### src/rtl/jam_search_param_if.sv
// Handshake and cost-table bus for the job-assignment search engine.
// The master side issues Start, answers the W/J lookup with Cost and
// picks the BestW readback index. The slave side is the search engine.
interface jam_search_param_if #(
  parameter int N   = 8,
  parameter int CW  = 7,
  parameter int MCW = 4
);
  localparam int IW = $clog2(N);
  localparam int SW = CW + IW;

  logic           Start;
  logic [IW-1:0]  W;
  logic [IW-1:0]  J;
  logic [CW-1:0]  Cost;
  logic [IW-1:0]  BestW;
  logic [IW-1:0]  BestJ;
  logic [MCW-1:0] MatchCount;
  logic [SW-1:0]  MinCost;
  logic           Valid;

  modport master (
    output Start, Cost, BestW,
    input  W, J, BestJ, MatchCount, MinCost, Valid
  );

  modport slave (
    input  Start, Cost, BestW,
    output W, J, BestJ, MatchCount, MinCost, Valid
  );
endinterface

### src/rtl/jam_search_param.sv
// Exhaustive job-assignment search. Walks every worker->job permutation in
// lexicographic order (next-permutation: pivot, successor swap, suffix
// reverse) and keeps a running total so only the changed suffix is
// re-fetched from the external cost table. Reports the minimum total, how
// many permutations reach it (saturating) and the first optimal assignment.
module jam_search_param #(
  parameter int N   = 8,
  parameter int CW  = 7,
  parameter int MCW = 4
) (
  input  logic              CLK,
  input  logic              RST,
  jam_search_param_if.slave bus
);
  localparam int IW = $clog2(N);
  localparam int SW = CW + IW;

  localparam logic [IW:0]   LP_N    = (IW+1)'(N);
  localparam logic [IW:0]   LP_NM1  = (IW+1)'(N - 1);
  localparam logic [IW:0]   LP_K1   = (IW+1)'(1);
  localparam logic [IW-1:0] LP_LAST = IW'(N - 1);
  localparam logic [IW-1:0] LP_ONE  = IW'(1);
  localparam logic [MCW-1:0] LP_C1  = MCW'(1);

  typedef enum logic [2:0] {
    S_IDLE, S_SUM, S_PIVOT, S_SUB, S_SWAP, S_REV, S_DONE
  } state_t;

  state_t r_state;
  state_t w_next;

  logic [IW-1:0]  r_perm [N];   // permutation currently being costed
  logic [IW-1:0]  r_best [N];   // first permutation reaching r_min
  logic [SW-1:0]  r_acc;        // running total of the current permutation
  logic [SW-1:0]  r_min;
  logic [MCW-1:0] r_cnt;
  logic [IW:0]    r_k;          // read position; reaches N at end of a sum
  logic [IW-1:0]  r_i;          // pivot scan position
  logic [IW-1:0]  r_p;          // pivot position
  logic [IW-1:0]  r_q;          // successor scan position
  logic [IW-1:0]  r_lo;         // suffix reverse, left index
  logic [IW-1:0]  r_hi;         // suffix reverse, right index

  logic [IW-1:0]  w_kidx;
  logic [IW-1:0]  w_im1;
  logic [SW-1:0]  w_cost_ext;
  logic           w_reading;
  logic           w_start;
  logic           w_sum_done;
  logic           w_pivot_hit;
  logic           w_pivot_end;
  logic           w_sub_last;
  logic           w_swap_hit;
  logic           w_rev_done;

  assign w_kidx      = r_k[IW-1:0];
  assign w_im1       = r_i - LP_ONE;
  assign w_cost_ext  = {{IW{1'b0}}, bus.Cost};
  assign w_sum_done  = (r_k == LP_N);
  assign w_reading   = ((r_state == S_SUM) && !w_sum_done) || (r_state == S_SUB);
  assign w_start     = bus.Start && ((r_state == S_IDLE) || (r_state == S_DONE));
  assign w_pivot_hit = (r_perm[w_im1] < r_perm[r_i]);
  assign w_pivot_end = (r_i == LP_ONE);
  assign w_sub_last  = (r_k == LP_NM1);
  assign w_swap_hit  = (r_perm[r_q] > r_perm[r_p]);
  assign w_rev_done  = !(r_lo < r_hi);

  // Cost-table lookup is only live while a suffix is being added or removed.
  assign bus.W = w_reading ? w_kidx : '0;
  assign bus.J = w_reading ? r_perm[w_kidx] : '0;

  // Result outputs; an out-of-range readback index returns job 0.
  assign bus.BestJ      = ({1'b0, bus.BestW} < LP_N) ? r_best[bus.BestW] : '0;
  assign bus.MinCost    = r_min;
  assign bus.MatchCount = r_cnt;
  assign bus.Valid      = (r_state == S_DONE);

  // State register.
  always_ff @(posedge CLK or posedge RST) begin
    if (RST) r_state <= S_IDLE;
    else     r_state <= w_next;
  end

  // Next-state decode.
  always_comb begin
    // NOTE: hold-by-default assignment first, so no branch leaves w_next unassigned (no latch).
    w_next = r_state;
    case (r_state)
      S_IDLE:  if (w_start) w_next = S_SUM;
      S_SUM:   if (w_sum_done) w_next = S_PIVOT;
      S_PIVOT: begin
        if (w_pivot_hit)      w_next = S_SUB;
        else if (w_pivot_end) w_next = S_DONE;
      end
      S_SUB:   if (w_sub_last) w_next = S_SWAP;
      S_SWAP:  if (w_swap_hit) w_next = S_REV;
      S_REV:   if (w_rev_done) w_next = S_SUM;
      S_DONE:  if (w_start) w_next = S_SUM;
      default: w_next = S_IDLE;
    endcase
  end

  // Search datapath: accumulate, compare, and step to the next permutation.
  always_ff @(posedge CLK or posedge RST) begin
    if (RST) begin
      // NOTE: the permutation/best arrays are small register files whose reset value is
      // architecturally visible (identity), so they are reset like any other state.
      for (int i = 0; i < N; i++) begin
        r_perm[i] <= IW'(i);
        r_best[i] <= IW'(i);
      end
      r_acc <= '0;
      r_min <= '1;
      r_cnt <= '0;
      r_k   <= '0;
      r_i   <= '0;
      r_p   <= '0;
      r_q   <= '0;
      r_lo  <= '0;
      r_hi  <= '0;
    end else begin
      case (r_state)
        S_IDLE, S_DONE: begin
          if (bus.Start) begin
            for (int i = 0; i < N; i++) r_perm[i] <= IW'(i);
            r_acc <= '0;
            r_k   <= '0;
            r_min <= '1;
            r_cnt <= '0;
          end
        end
        S_SUM: begin
          if (!w_sum_done) begin
            r_acc <= r_acc + w_cost_ext;
            r_k   <= r_k + LP_K1;
          end else begin
            // Strictly better replaces best; ties only bump the count.
            if (r_acc < r_min) begin
              r_min <= r_acc;
              r_cnt <= LP_C1;
              for (int i = 0; i < N; i++) r_best[i] <= r_perm[i];
            end else if ((r_acc == r_min) && (r_cnt != '1)) begin
              r_cnt <= r_cnt + LP_C1;
            end
            r_i <= LP_LAST;
          end
        end
        S_PIVOT: begin
          if (w_pivot_hit) begin
            r_p <= w_im1;
            r_k <= {1'b0, w_im1};
          end else begin
            r_i <= w_im1;
          end
        end
        S_SUB: begin
          // Remove the suffix that is about to be rearranged.
          r_acc <= r_acc - w_cost_ext;
          r_k   <= r_k + LP_K1;
          if (w_sub_last) r_q <= LP_LAST;
        end
        S_SWAP: begin
          if (w_swap_hit) begin
            // NOTE: both non-blocking reads see the old values, so this is a true swap.
            r_perm[r_p] <= r_perm[r_q];
            r_perm[r_q] <= r_perm[r_p];
            r_lo        <= r_p + LP_ONE;
            r_hi        <= LP_LAST;
          end else begin
            r_q <= r_q - LP_ONE;
          end
        end
        S_REV: begin
          if (!w_rev_done) begin
            r_perm[r_lo] <= r_perm[r_hi];
            r_perm[r_hi] <= r_perm[r_lo];
            r_lo         <= r_lo + LP_ONE;
            r_hi         <= r_hi - LP_ONE;
          end else begin
            r_k <= {1'b0, r_p};
          end
        end
        default: ;
      endcase
    end
  end
endmodule
### src/flat_wrapper.sv
// flat-port wrapper written by rule: the top's interface ports become plain ports
module jam_search_param_flat 
#(
  parameter int N   = 8,
  parameter int CW  = 7,
  parameter int MCW = 4
)
  (CLK, RST, bus_Start, bus_Cost, bus_BestW, bus_W, bus_J, bus_BestJ, bus_MatchCount, bus_MinCost, bus_Valid);
  jam_search_param_if #(.N(N), .CW(CW), .MCW(MCW)) bus_i ();
  input  logic CLK;
  input  logic RST;
  input wire logic [$bits(bus_i.Start)-1:0] bus_Start;
  input wire logic [$bits(bus_i.Cost)-1:0] bus_Cost;
  input wire logic [$bits(bus_i.BestW)-1:0] bus_BestW;
  output wire logic [$bits(bus_i.W)-1:0] bus_W;
  output wire logic [$bits(bus_i.J)-1:0] bus_J;
  output wire logic [$bits(bus_i.BestJ)-1:0] bus_BestJ;
  output wire logic [$bits(bus_i.MatchCount)-1:0] bus_MatchCount;
  output wire logic [$bits(bus_i.MinCost)-1:0] bus_MinCost;
  output wire logic [$bits(bus_i.Valid)-1:0] bus_Valid;
  assign bus_i.Start = bus_Start;
  assign bus_i.Cost = bus_Cost;
  assign bus_i.BestW = bus_BestW;
  assign bus_W = bus_i.W;
  assign bus_J = bus_i.J;
  assign bus_BestJ = bus_i.BestJ;
  assign bus_MatchCount = bus_i.MatchCount;
  assign bus_MinCost = bus_i.MinCost;
  assign bus_Valid = bus_i.Valid;
  jam_search_param #(.N(N), .CW(CW), .MCW(MCW)) u_core (.CLK(CLK), .RST(RST), .bus(bus_i));
endmodule
### config.mk
export PLATFORM = sky130hd
export DESIGN_NAME = jam_search_param_flat
export DESIGN_NICKNAME = d
export VERILOG_FILES = /design/src/rtl/jam_search_param_if.sv /design/src/rtl/jam_search_param.sv /design/src/flat_wrapper.sv
export SDC_FILE = /design/constraint.sdc
export NUM_CORES = 1
export LEC_CHECK = 0
export ABC_AREA = 1
export BUFFER_PORTS_ARGS = -buffer_cell sky130_fd_sc_hd__buf_2
export CELL_PAD_IN_SITES_DETAIL_PLACEMENT = 2
export CELL_PAD_IN_SITES_GLOBAL_PLACEMENT = 2
export CORE_AREA = 8 8 165 167
export DETAILED_ROUTE_END_ITERATION = 8
export DIE_AREA = 0 0 173 175
export GPL_TIMING_DRIVEN = 0
export PLACE_DENSITY = 0.78
export SLEW_MARGIN = 20
export SYNTH_ARGS = -nofsm -noshare
export SYNTH_HDL_FRONTEND = slang
export SYNTH_SLANG_ARGS = --single-unit
### constraint.sdc
create_clock -name CLK -period 4.15 [get_ports CLK]
set_input_delay 0.83 -clock CLK [delete_from_list [all_inputs] [get_ports CLK]]
set_output_delay 0.83 -clock CLK [all_outputs]
set_load 0.005 [all_outputs]
; Word level (Yosys, flattened, before mapping)
; Index checks and enable logic that the tools add are counted.
[totals]
input_bits = 13
ff_bits = 94
[op_classes]
n_addsub = 9
n_mux = 78
n_reduce_logical = 30
bitwise_logic = 8
eq_ne = 25
order_cmp = 16
[op_table]
columns = cell, n
row1 = 3-bit 2-to-1 mux, 37
row2 = 24-bit bitwise mux, 4
row3 = 3-bit binary-select mux with 3-bit select, 8
row4 = 24-bit 2-to-1 mux, 3
row5 = 24-bit one-hot mux with 3 select lines, 1
row6 = 10-bit 2-to-1 mux, 5
row7 = 3-bit demux with 3-bit select, 4
row8 = "4-bit >= comparator, second input constant", 8
row9 = 3-bit inverter with 4-bit output, 8
row10 = 10-bit one-hot mux with 3 select lines, 1
row11 = 4-bit 2-to-1 mux, 7
row12 = 3-bit one-hot mux with 2 select lines, 4
row13 = 10-bit one-hot mux with 2 select lines, 1
row14 = 4-bit one-hot mux with 5 select lines, 1
row15 = 3-bit one-hot mux with 6 select lines, 1
row16 = "4-bit by 1-bit less-than comparator with 1-bit output, second input constant", 4
row17 = 3-bit AND reduction, 5
row18 = "2-bit by 1-bit inequality test with 1-bit output, second input constant", 7
row19 = 4-bit AND reduction, 3
row20 = 10-bit by 7-bit adder with 10-bit output, 1
row21 = 10-bit == test, 1
row22 = 10-bit less-than comparator, 1
row23 = "2-bit inequality test, second input constant", 5
row24 = 10-bit by 7-bit subtractor with 10-bit output, 1
row25 = other kinds (25), 45

; Depth between registers and ports, before layout
; Gate-level depths: netlist of the first run.
[depth]
depth_word = 9
mapped_depth = 20
mapped_depth_nobuf = 17

; Worst setup path before layout of the first run
; OpenSTA, ideal clock, no wires.
[synth_timing]
path_type = flip-flop to flip-flop
from = register u_core.r_i[0]
to = register u_core.r_k[1]
setup_time_ns = 0.117
setup_slack_ns = 1.318
arrival_ns = 2.715
required_time_ns = 4.033
stages_incl_launch_ff = 17
period_less_slack_ns = 2.832
cell_sequence = dfrtp_1 -> inv_2 -> buf_2 -> buf_1 -> ha_1 -> clkbuf_2 -> inv_1 -> a21oi_1 -> a221oi_1 -> a31oi_1 -> ha_1 -> a21oi_1 -> nand2_2 -> nand2_4 -> nand2_2 -> nand2_1 -> nand2_1
[synth_between]
elab_chain_cells = 8
elab_cells_between_ends = 14
classes_between = 1 x add/sub / 1 x order compare / 1 x eq/ne / 8 x mux / 2 x bitwise / 1 x reduce/logical
[synth_lines]
columns = item, line
row1 = from (decl), jam_search_param.sv:38  ; logic [IW-1:0] r_i;
row2 = from (signal assigned), jam_search_param.sv:153  ; r_i <= w_im1;
row3 = 3-bit by 1-bit subtractor with 3-bit output, jam_search_param.sv:57  ; assign w_im1 = r_i - LP_ONE;
row4 = net u_core.w_im1[0], jam_search_param.sv:45  ; logic [IW-1:0] w_im1;
row5 = 3-bit inverter with 4-bit output (not written as such), jam_search_param.sv:62  ; assign w_pivot_hit = (r_perm[w_im1] < r_perm[r_i]);
row6 = 3-bit binary-select mux with 3-bit select, jam_search_param.sv:62
row7 = 3-bit 2-to-1 mux (not written as such) (2 in series), jam_search_param.sv:62
row8 = 3-bit less-than comparator, jam_search_param.sv:62
row9 = 2-bit by 1-bit inequality test with 1-bit output (no line), n/a
row10 = 5-bit AND reduction (no line), n/a
row11 = to (signal assigned), jam_search_param.sv:135  ; r_k <= r_k + LP_K1;
row12 = to (signal assigned), jam_search_param.sv:151  ; r_k <= {1'b0, w_im1};
row13 = to (signal assigned), jam_search_param.sv:159  ; r_k <= r_k + LP_K1;
row14 = to (decl), jam_search_param.sv:37  ; logic [IW:0] r_k;
; The timed path passes the listed nets, and every way through them passes these cells. The select of a mux whose other input is x is not followed.
; A chain may end at the register's enable or synchronous reset.

; Final worst setup path of the first run
[layout_timing]
from = register u_core.r_k[0]
to = output port bus_W[0]
[layout_between]
elab_chain_cells = 5
[layout_lines]
columns = item, line
row1 = 4-bit == test, jam_search_param.sv:59  ; assign w_sum_done = (r_k == LP_N);
row2 = 1-bit logical NOT, jam_search_param.sv:60  ; assign w_reading = ((r_state == S_SUM) && !w_sum_done) || (r_state == S_SUB);
row3 = 1-bit logical AND, jam_search_param.sv:60
row4 = 1-bit logical OR, jam_search_param.sv:60
row5 = 3-bit 2-to-1 mux *, jam_search_param.sv:69  ; assign bus.W = w_reading ? w_kidx : '0;
row6 = to (decl), flat_wrapper.sv:15  ; output wire logic [$bits(bus_i.W)-1:0] bus_W;
; Mark *: on every way between the ends. The rest lies on a longest branch, timed or not.

==> flow_summary.ini, run 1 <==
[run_status]
run_status = complete, no violations

[die]
initial_utilization = 0.344
dieHeight_microns = 175
floorplan.rows = 58
die_w_microns = 173
core_area_sq_um = 24700
die_area_sq_um = 30300
floorplan.io_pins = 37

[place]
dp.cells = 1728
io_buffers = 36
routabilityCongestion = 0.857
hpwl_microns = 29400
preCtsSetupSlack_ns = 0.555

[setup_path]
timing.critical_path.required_ns = 3.32
worstPathMaxFanout = 11
crit-reg2reg-capture = u_core.r_p[2]
start_kind = flip-flop
reg_to_reg_setup_timing_slack_ns = 0.48
worst-setup-path-type = reg -> out
cp-end-kind = output port
critPathCapture = bus_W[0]
data_arrival_critical_path_ns = 3.02
worst_r2r_path_depth = 14
regToRegStartpoint = u_core.r_i[0]
cp-startpoint = u_core.r_k[0]

[finish]
final-instance-count-excl-fill = 1742
antenna_cells_inserted = 0
layout.nets = 1456
final_common_cell = sky130_fd_sc_hd__nand2_1
layout.cells.most_common_list = 530 x sky130_fd_sc_hd__nand2_1, 151 x sky130_fd_sc_hd__o21ai_0, 106 x sky130_fd_sc_hd__inv_1, 96 x sky130_fd_sc_hd__nand3_1, 86 x sky130_fd_sc_hd__a21oi_1
area_growth_syn_to_layout_pct = 11.2
final_core_util = 0.382
layout-drive-gt1-share = 0.129

[global_routing]
antenna_found_initial = 0
grt_pass1_wl_microns = 61300
maximum_number_of_pins_on_one_net_before_global_route_repair = 55
grt_pass1_vias = 10300
groute.usage.overall = 0.260
grt_overflow = 0

[routing]
first_pass_iters = 4
drcViolationCount = 0
drt_iter0_markers = 700
route.antenna.remaining_nets = 0
top_layer_used = met4
routed-wl-met2_microns = 18700
drt-wirelength-per-cell_microns = 22.6
route.detailed.vias_per_inst = 5.58
via_count = 9725
wl_met1_microns = 17800
routed-wl-met3_microns = 1500
routed_wl_microns = 39500

[cts]
htree_num_levels = 3
worstSkewPairLatency_ns = 0.37
tritoncts = done
clk_transition_reported_paths_ns = 0.08
clock_buffer_count_from_cts = 9
cts.path.max_buffers = 2
cts_repair_resize_count = 0
clkSinkCount = 94
clockRootBuffer = sky130_fd_sc_hd__clkbuf_16
post_cts_buffers = 0

[timing]
finalWorstPathRequiredPeriod_ns = 3.85
maxSlewHeadroom = 0.506
fin_ws_ns = 0.302
final_max_slew_viol_count = 0
fmaxAchievable_mhz = 260
timing.final.setup_violations = 0
largest_clock_skew_in_the_final_design_ns = 0.00960
worst_max_slew_pin_slew_ns = 0.735
finalHoldViolations = 0
unrepaired_setup_endpoints_after_global_routing = no
period_share = 0.927

[yosys]
synth.yosys.warnings = 0
yosys_most_used_dff = sky130_fd_sc_hd__dfrtp_1
yosysUniqueCellTypes = 47
synth.avg_cell_area_sq_um = 6.23
synth-edff-count = 0
async_flop_share = 1.00
synthesis.area_sq_um = 8480
number_of_synthesized_register_bits = 94
syn-num-nets = 1410
synth_cells = 1361
synth-seq-area-share = 0.282

[worst_hold_path]
class_of_the_most_critical_hold_timing_path = reg -> reg

[power]
worst_ir_drop_vdd_mv = 0.439
p_leak_nw = 4.73
totalPowerFinal_mw = 8.65
pwr_density_cell_nw_per_um2 = 918

[job]
cap_viol_max_count = 0
## metal layers
| layer | up-vias | global-route usage |
|---|---|---|
| met5 | - | 0 |
| met3 | 60 | 0.0281 |
| li1 | 4526 | - |
| met2 | 224 | 0.438 |
| met1 | 4915 | 0.333 |
| met4 | 0 | 0.109 |
## report_power, final
part           internal, mW  switching, mW
logic                  1.75           4.16
clock network         0.538          0.433
registers              1.32          0.448
total                  3.61           5.04
## worst min-delay path by stage
stage                            from                 to  cells past startpoint
detailed placement  u_core.r_best[17]  u_core.r_best[17]                      2
CTS                  u_core.r_perm[5]   u_core.r_perm[5]                      2
finish              u_core.r_best[17]  u_core.r_best[17]                      2
global placement    u_core.r_best[19]  u_core.r_best[19]                      2
global route         u_core.r_best[8]   u_core.r_best[8]                      2
floorplan           u_core.r_best[20]  u_core.r_best[20]                      2
## area by class of cell
cell class | instances | area (sq um)
clock buffer | 9 | 225
clock inverter | 7 | 103
inverter | 128 | 490
multi-input combinational | 1085 | 5320
buffer | 52 | 272
tap | 330 | 413
sequential | 94 | 2390
timing repair buffer | 37 | 208
fill | 3145 | 15200
## cells in the mapped netlist (5+ instances only)
| master | instances | area [sq um] |
|---|---|---|
| sky130_fd_sc_hd__a31oi_1 | 5 | 31.3 |
| sky130_fd_sc_hd__o21ai_1 | 6 | 30.0 |
| sky130_fd_sc_hd__nand2_1 | 530 | 1990 |
| sky130_fd_sc_hd__a21oi_1 | 86 | 430 |
| sky130_fd_sc_hd__o21ai_0 | 151 | 756 |
| sky130_fd_sc_hd__inv_1 | 107 | 402 |
| sky130_fd_sc_hd__dfstp_2 | 34 | 893 |
| sky130_fd_sc_hd__nor3_1 | 18 | 90.1 |
| sky130_fd_sc_hd__nor2_4 | 10 | 113 |
| sky130_fd_sc_hd__o211ai_1 | 14 | 105 |
| sky130_fd_sc_hd__ha_1 | 35 | 438 |
| sky130_fd_sc_hd__clkbuf_1 | 14 | 52.6 |
| sky130_fd_sc_hd__nor2_1 | 62 | 233 |
| sky130_fd_sc_hd__nand2_2 | 7 | 43.8 |
| sky130_fd_sc_hd__buf_2 | 30 | 150 |
| sky130_fd_sc_hd__nor3_2 | 5 | 50.1 |
| sky130_fd_sc_hd__inv_2 | 18 | 67.6 |
| sky130_fd_sc_hd__xnor2_1 | 6 | 52.6 |
| sky130_fd_sc_hd__nand3_1 | 96 | 480 |
| sky130_fd_sc_hd__dfrtp_1 | 60 | 1500 |
| sky130_fd_sc_hd__xor2_1 | 10 | 87.6 |
## critical path, stage by stage, from the launching register on
cell and delay [ns]:
sky130_fd_sc_hd__dfrtp_1 0.39, sky130_fd_sc_hd__clkbuf_1 0.24, sky130_fd_sc_hd__inv_1 0.35, sky130_fd_sc_hd__ha_1 0.21
sky130_fd_sc_hd__nand2_1 0.06, sky130_fd_sc_hd__nor2_1 0.15, sky130_fd_sc_hd__inv_1 0.06, sky130_fd_sc_hd__nor2_1 0.22
sky130_fd_sc_hd__clkinv_1 0.26, sky130_fd_sc_hd__nand2_4 0.19, sky130_fd_sc_hd__nor2_4 0.08, sky130_fd_sc_hd__inv_2 0.06
sky130_fd_sc_hd__buf_6 0.15, sky130_fd_sc_hd__nor2_1 0.07, sky130_fd_sc_hd__buf_2 0.15
## cell families after synthesis
logic type / share of synthesized area
fa+ha+maj: 0.0540
simple gates: 0.374
buf+inv: 0.0901
xor+xnor: 0.0184
compound gates: 0.181
flops: 0.282
## flip-flops by register name, summed over array words and instances (netlist names)
signal / count
u_core.r_i: 3
u_core.r_lo: 3
u_core.r_p: 3
u_core.r_hi: 3
u_core.bus.MatchCount: 4
u_core.bus.MinCost: 10
u_core.r_state: 3
u_core.r_best: 24
u_core.r_acc: 10
u_core.r_k: 4
u_core.r_q: 3
u_core.r_perm: 24
## through the flow
step | hold slack (ns) | setup TNS, ns | instance area (sq um)
5_1_grt | 0.524 | 0 | 9430
4_1_cts | 0.492 | 0 | 9440
3_3_place_gp | 0.465 | -41.22 | 9070
3_5_place_dp | 0.475 | 0 | 9110
2_1_floorplan | 0.448 | 0 | 8480
6_report | 0.491 | 0 | 9430
## timing repair
| action | in CTS | in global routing |
|---|---|---|
| hold buffers | 0 | 0 |
| hold endpoints to repair | 0 | 0 |
| endpoints found under the setup margin | 0 | 5 |
Note: power is estimated with default switching activity, not from simulation.
==> run 2, diff against run 1 <==
CTS_CLUSTER_DIAMETER = 60   (was not set)
PLACE_DENSITY = 0.89   (was 0.78)
RECOVER_POWER = 25   (was not set)
==> flow_summary.ini, run 2 (synthesis gave the netlist of run 1 again) <==
[run_status]
run_status = finished with violations
violated_checks = max-capacitance violations, max-slew violations

[routing]
drcViolationCount = 0
via_count = 10600
routed_wl_microns = 46200
route.antenna.remaining_nets = 0
route.detailed.vias_per_inst = 6.07
drt_iter0_markers = 1036
first_pass_iters = 5
drt-wirelength-per-cell_microns = 26.5

[die]
floorplan.io_pins = 37
die_w_microns = 173
die_area_sq_um = 30300
floorplan.rows = 58
core_area_sq_um = 24700
initial_utilization = 0.344
dieHeight_microns = 175

[cts]
clk_transition_reported_paths_ns = 0.09
cts-hold-fix-buffers = 0
post_cts_buffers = 0
cts.path.max_buffers = 2
clockRootBuffer = sky130_fd_sc_hd__clkbuf_16
clock_buffer_count_from_cts = 9
clkSinkCount = 94
cts_repair_resize_count = 0
worstSkewPairLatency_ns = 0.39
tritoncts = done
htree_num_levels = 3

[job]
cap_viol_max_count = 1

[timing]
unrepaired_setup_endpoints_after_global_routing = no
tns_ns = 0
finalHoldViolations = 0
timing.final.setup_violations = 0
finalWorstPathRequiredPeriod_ns = 3.96
largest_clock_skew_in_the_final_design_ns = 0.0214
period_share = 0.954
fmaxAchievable_mhz = 253
worst_max_slew_pin_slew_ns = 2.32
hold_ws_ns = 0.498
final_max_slew_viol_count = 48
maxSlewHeadroom = -0.554

[finish]
final_common_cell = sky130_fd_sc_hd__nand2_1
n_fill_cell = 3096
antenna_cells_inserted = 0
largestRegisters = u_core.r_best: 24 flops, u_core.r_perm: 24 flops
final-instance-count-excl-fill = 1743
layout.nets = 1457
multi_input_area_sq_um = 5320
layout-drive-gt1-share = 0.128
layout.cells.most_common_list = 530 x sky130_fd_sc_hd__nand2_1, 151 x sky130_fd_sc_hd__o21ai_0, 106 x sky130_fd_sc_hd__inv_1, 96 x sky130_fd_sc_hd__nand3_1, 86 x sky130_fd_sc_hd__a21oi_1
ff_latch_area_sq_um = 2390
area_growth_syn_to_layout_pct = 11.1

[setup_path]
worst-setup-path-type = reg -> reg
data_arrival_critical_path_ns = 4.22
worst_r2r_path_depth = 13
start_kind = flip-flop
worstPathMaxFanout = 10
family_of_cells_with_the_greatest_summed_delay_on_the_critical_path = buffers and inverters
worstPathCellList = inv_2 -> buf_2 -> buf_1 -> ha_1 -> clkbuf_2 -> inv_1 -> a21oi_1 -> a221oi_1 -> a31oi_1 -> ha_1 -> a21oi_1 -> nand3_1 -> o21ai_0
timing.critical_path.buf_inv = 5
cp-startpoint = u_core.r_i[0]
cpPeakStageDelay_ns = 0.46
reg_to_reg_setup_timing_slack_ns = 0.19
regToRegStartpoint = u_core.r_i[0]
crit-reg2reg-capture = u_core.r_p[1]
timing.critical_path.required_ns = 4.41
critical_path.slowest_cell = sky130_fd_sc_hd__dfrtp_1
cp-end-kind = flip-flop

[power]
share_comb_of_total_power = 0.688
worst_ir_drop_vdd_mv = 0.459
clock_power_share = 0.116
sequentialPowerShare = 0.196
p_leak_nw = 4.72
sw_pwr_mw = 5.64
switching_share = 0.604
p_int_mw = 3.69
pwr_density_cell_nw_per_um2 = 991

[global_routing]
grt_pass1_wl_microns = 71200
groute.usage.overall = 0.302
antenna_found_initial = 0
grt_overflow = 0
grt_pass1_vias = 11700
maximum_number_of_pins_on_one_net_before_global_route_repair = 49

[worst_hold_path]
hold_end = u_core.r_best[17]
hp-start = u_core.r_best[17]
min_path_cells = 2
class_of_the_most_critical_hold_timing_path = reg -> reg

[place]
io_buffers = 36
hpwl_microns = 30600
routabilityCongestion = 0.900
dp.cells = 1728
[run 2: worst max path at each step]
stage | to | cells after the start
after floorplan | u_core.bus.MatchCount[0] | 1
after global routing | bus_W[1] | 14
after global placement | u_core.r_perm[7] | 2
final | u_core.r_p[1] | 13
after detailed placement | u_core.r_k[1] | 16
after CTS | bus_W[1] | 15
[run 2: tightest hold or removal path, cell delays in order (launching register included)]
cell                      delay [ns]
sky130_fd_sc_hd__dfrtp_1        0.36
sky130_fd_sc_hd__nand2_1        0.05
sky130_fd_sc_hd__o21ai_0        0.06
[run 2: final cells by class]
| cell class | instances | area share |
|---|---|---|
| multi-input combinational | 1085 | 0.565 |
| sequential | 94 | 0.254 |
| inverter | 128 | 0.0517 |
| tap | 330 | 0.0438 |
| buffer | 53 | 0.0292 |
| clock buffer | 10 | 0.0243 |
| timing repair buffer | 37 | 0.0197 |
| clock inverter | 6 | 0.0122 |
[run 2: per-layer routing]
| metal | vias up | share of wire | global-route usage |
|---|---|---|---|
| met5 | - | 0 | 0 |
| met1 | 5390 | 0.41 | 0.373 |
| met2 | 491 | 0.47 | 0.497 |
| li1 | 4520 | - | - |
| met3 | 173 | 0.071 | 0.0524 |
| met4 | 0 | 0.053 | 0.160 |
[run 2: stage by stage]
step / instance area, sq um / power [mW] / util / setup WS, ns
after floorplan: 8480 / 5.56 / - / 0.928
after global placement: 9070 / 7.19 / 0.368 / -0.514
after detailed placement: 9110 / 7.71 / 0.369 / 0.496
after CTS: 9450 / 9.16 / 0.383 / 0.0752
after global routing: 9420 / 9.82 / 0.382 / 0.0117
final: 9420 / 9.33 / 0.382 / 0.191
[run 2: power by group through the flow]
stage | Sequential (mW) | Clock (mW) | Combinational [mW]
detailed placement | 1.78 | 0 | 5.93
floorplan | 1.56 | 0 | 4.00
global placement | 1.74 | 0 | 5.45
global route | 1.82 | 1.12 | 6.88
finish | 1.83 | 1.08 | 6.42
CTS | 1.79 | 1.08 | 6.28
==> run 3, diff against run 2 <==
CORE_AREA = 4 4 161 163   (was 8 8 165 167)
DIE_AREA = 0 0 165 167   (was 0 0 173 175)
==> flow_summary.ini, run 3 (synthesis gave the netlist of run 1 again) <==
[run_status]
run_status = finished with violations
violated_checks = max-capacitance violations, max-slew violations

[finish]
ff_latch_area_sq_um = 2390
largestRegisters = u_core.r_best: 24 flops, u_core.r_perm: 24 flops
n_fill_cell = 3066
final_core_util = 0.385
layout.nets = 1456
multi_input_area_sq_um = 5320
antenna_cells_inserted = 0
layout-drive-gt1-share = 0.130
final_common_cell = sky130_fd_sc_hd__nand2_1
area_growth_syn_to_layout_pct = 10.3
layout.cells.most_common_list = 530 x sky130_fd_sc_hd__nand2_1, 151 x sky130_fd_sc_hd__o21ai_0, 105 x sky130_fd_sc_hd__inv_1, 96 x sky130_fd_sc_hd__nand3_1, 86 x sky130_fd_sc_hd__a21oi_1

[timing]
unrepaired_setup_endpoints_after_global_routing = no
largest_clock_skew_in_the_final_design_ns = 0.0166
worst_max_slew_pin_slew_ns = 2.11
hold_ws_ns = 0.496
maxSlewHeadroom = -0.416
finalHoldViolations = 0
timing.final.setup_violations = 0
fmaxAchievable_mhz = 255
finalWorstPathRequiredPeriod_ns = 3.92
final_max_slew_viol_count = 97
period_share = 0.945

[power]
share_comb_of_total_power = 0.699
switching_share = 0.605
worst_ir_drop_vdd_mv = 0.327
p_int_mw = 3.50
p_leak_nw = 4.70
clock_power_share = 0.098
pwr_density_cell_nw_per_um2 = 949
sw_pwr_mw = 5.38
sequentialPowerShare = 0.203

[setup_path]
worstPathCellList = inv_2 -> buf_2 -> clkbuf_2 -> ha_1 -> clkbuf_2 -> inv_1 -> a21oi_1 -> a221oi_1 -> a31oi_1 -> ha_1 -> a21oi_1 -> nand3_1 -> nand2_1 -> o21ai_0
timing.critical_path.required_ns = 4.38
cp-end-kind = flip-flop
worst-setup-path-type = reg -> reg
regToRegStartpoint = u_core.r_i[0]
cp-startpoint = u_core.r_i[0]
cpPeakStageDelay_ns = 0.44
worst_r2r_path_depth = 14
worstPathMaxFanout = 10
critPathCapture = u_core.r_p[1]
timing.critical_path.buf_inv = 5
crit-reg2reg-capture = u_core.r_p[1]
critical_path.slowest_cell = sky130_fd_sc_hd__dfrtp_1
worstSetupPathDepth = 14
data_arrival_critical_path_ns = 4.15
reg_to_reg_setup_timing_slack_ns = 0.23
start_kind = flip-flop
family_of_cells_with_the_greatest_summed_delay_on_the_critical_path = buffers and inverters

[place]
hpwl_microns = 29100
routabilityCongestion = 0.915
io_buffers = 36

[die]
dieHeight_microns = 167
die_w_microns = 165
initial_utilization = 0.349
core_area_sq_um = 24300
floorplan.rows = 57
die_area_sq_um = 27600
floorplan.io_pins = 37

[routing]
via_count = 10200
route.antenna.remaining_nets = 0
drcViolationCount = 0
first_pass_iters = 5
routed_wl_microns = 42300
route.detailed.vias_per_inst = 5.87
drt-wirelength-per-cell_microns = 24.4
drt_iter0_markers = 1005

[cts]
clk_transition_reported_paths_ns = 0.08
cts.path.max_buffers = 2
clkSinkCount = 94
post_cts_buffers = 0
cts_repair_resize_count = 0
htree_num_levels = 3
clockRootBuffer = sky130_fd_sc_hd__clkbuf_16
cts-hold-fix-buffers = 0
tritoncts = done
clock_buffer_count_from_cts = 9
worstSkewPairLatency_ns = 0.38

[global_routing]
grt_pass1_vias = 11000
maximum_number_of_pins_on_one_net_before_global_route_repair = 52
grt_overflow = 0
antenna_found_initial = 0
grt_pass1_wl_microns = 64600
groute.usage.overall = 0.304

[worst_hold_path]
class_of_the_most_critical_hold_timing_path = reg -> reg

[job]
cap_viol_max_count = 2
==> run 3: area by class of cell <==
| type | count | area share |
|---|---|---|
| Clock inverter | 7 | 0.00642 |
| Sequential cell | 94 | 0.256 |
| Multi-Input combinational cell | 1085 | 0.569 |
| Timing Repair Buffer | 37 | 0.0197 |
| Tap cell | 324 | 0.0434 |
| Inverter | 128 | 0.0520 |
| Buffer | 52 | 0.0292 |
| Clock buffer | 9 | 0.0241 |
==> run 3: worst min path at each step <==
stage / cells past startpoint / startpoint / endpoint
2_1_floorplan: 2 / u_core.r_best[20] / u_core.r_best[20]
3_3_place_gp: 2 / u_core.r_best[19] / u_core.r_best[19]
3_5_place_dp: 2 / u_core.r_best[19] / u_core.r_best[19]
4_1_cts: 2 / u_core.r_best[19] / u_core.r_best[19]
5_1_grt: 2 / u_core.r_best[19] / u_core.r_best[19]
6_report: 2 / u_core.r_best[17] / u_core.r_best[17]
==> run 3: metrics by stage <==
| stage | setup WS (ns) | cells | area [sq um] | setup TNS [ns] | power, mW |
|---|---|---|---|---|---|
| after floorplan | 0.928 | 1361 | 8480 | 0 | 5.56 |
| after global placement | -0.581 | 1721 | 9070 | -34.21 | 7.17 |
| after detailed placement | 0.510 | 1722 | 9100 | 0 | 7.61 |
| after CTS | 0.0778 | 1738 | 9390 | 0 | 8.74 |
| after global routing | 0.114 | 1736 | 9350 | 0 | 9.51 |
| final | 0.226 | 1736 | 9350 | 0 | 8.88 |
==> run 3: tightest hold or removal path: stages (launching register included) <==
cell and delay, ns:
sky130_fd_sc_hd__dfrtp_1 0.36, sky130_fd_sc_hd__nand2_1 0.05, sky130_fd_sc_hd__o21ai_0 0.06
==> run 3: power groups by stage <==
stage / sequential (mW) / clock, mW / combinational (mW)
global route: 1.82 / 0.920 / 6.77
detailed placement: 1.77 / 0 / 5.84
finish: 1.80 / 0.873 / 6.20
CTS: 1.77 / 0.886 / 6.09
floorplan: 1.56 / 0 / 4.00
global placement: 1.74 / 0 / 5.44
==> run 3: routing by layer <==
metal | vias up | track usage | share of wire
met3 | 126 | 0.0524 | 0.067
met2 | 389 | 0.486 | 0.46
met5 | - | 0 | 0
met4 | 0 | 0.132 | 0.046
li1 | 4521 | - | -
met1 | 5148 | 0.403 | 0.42
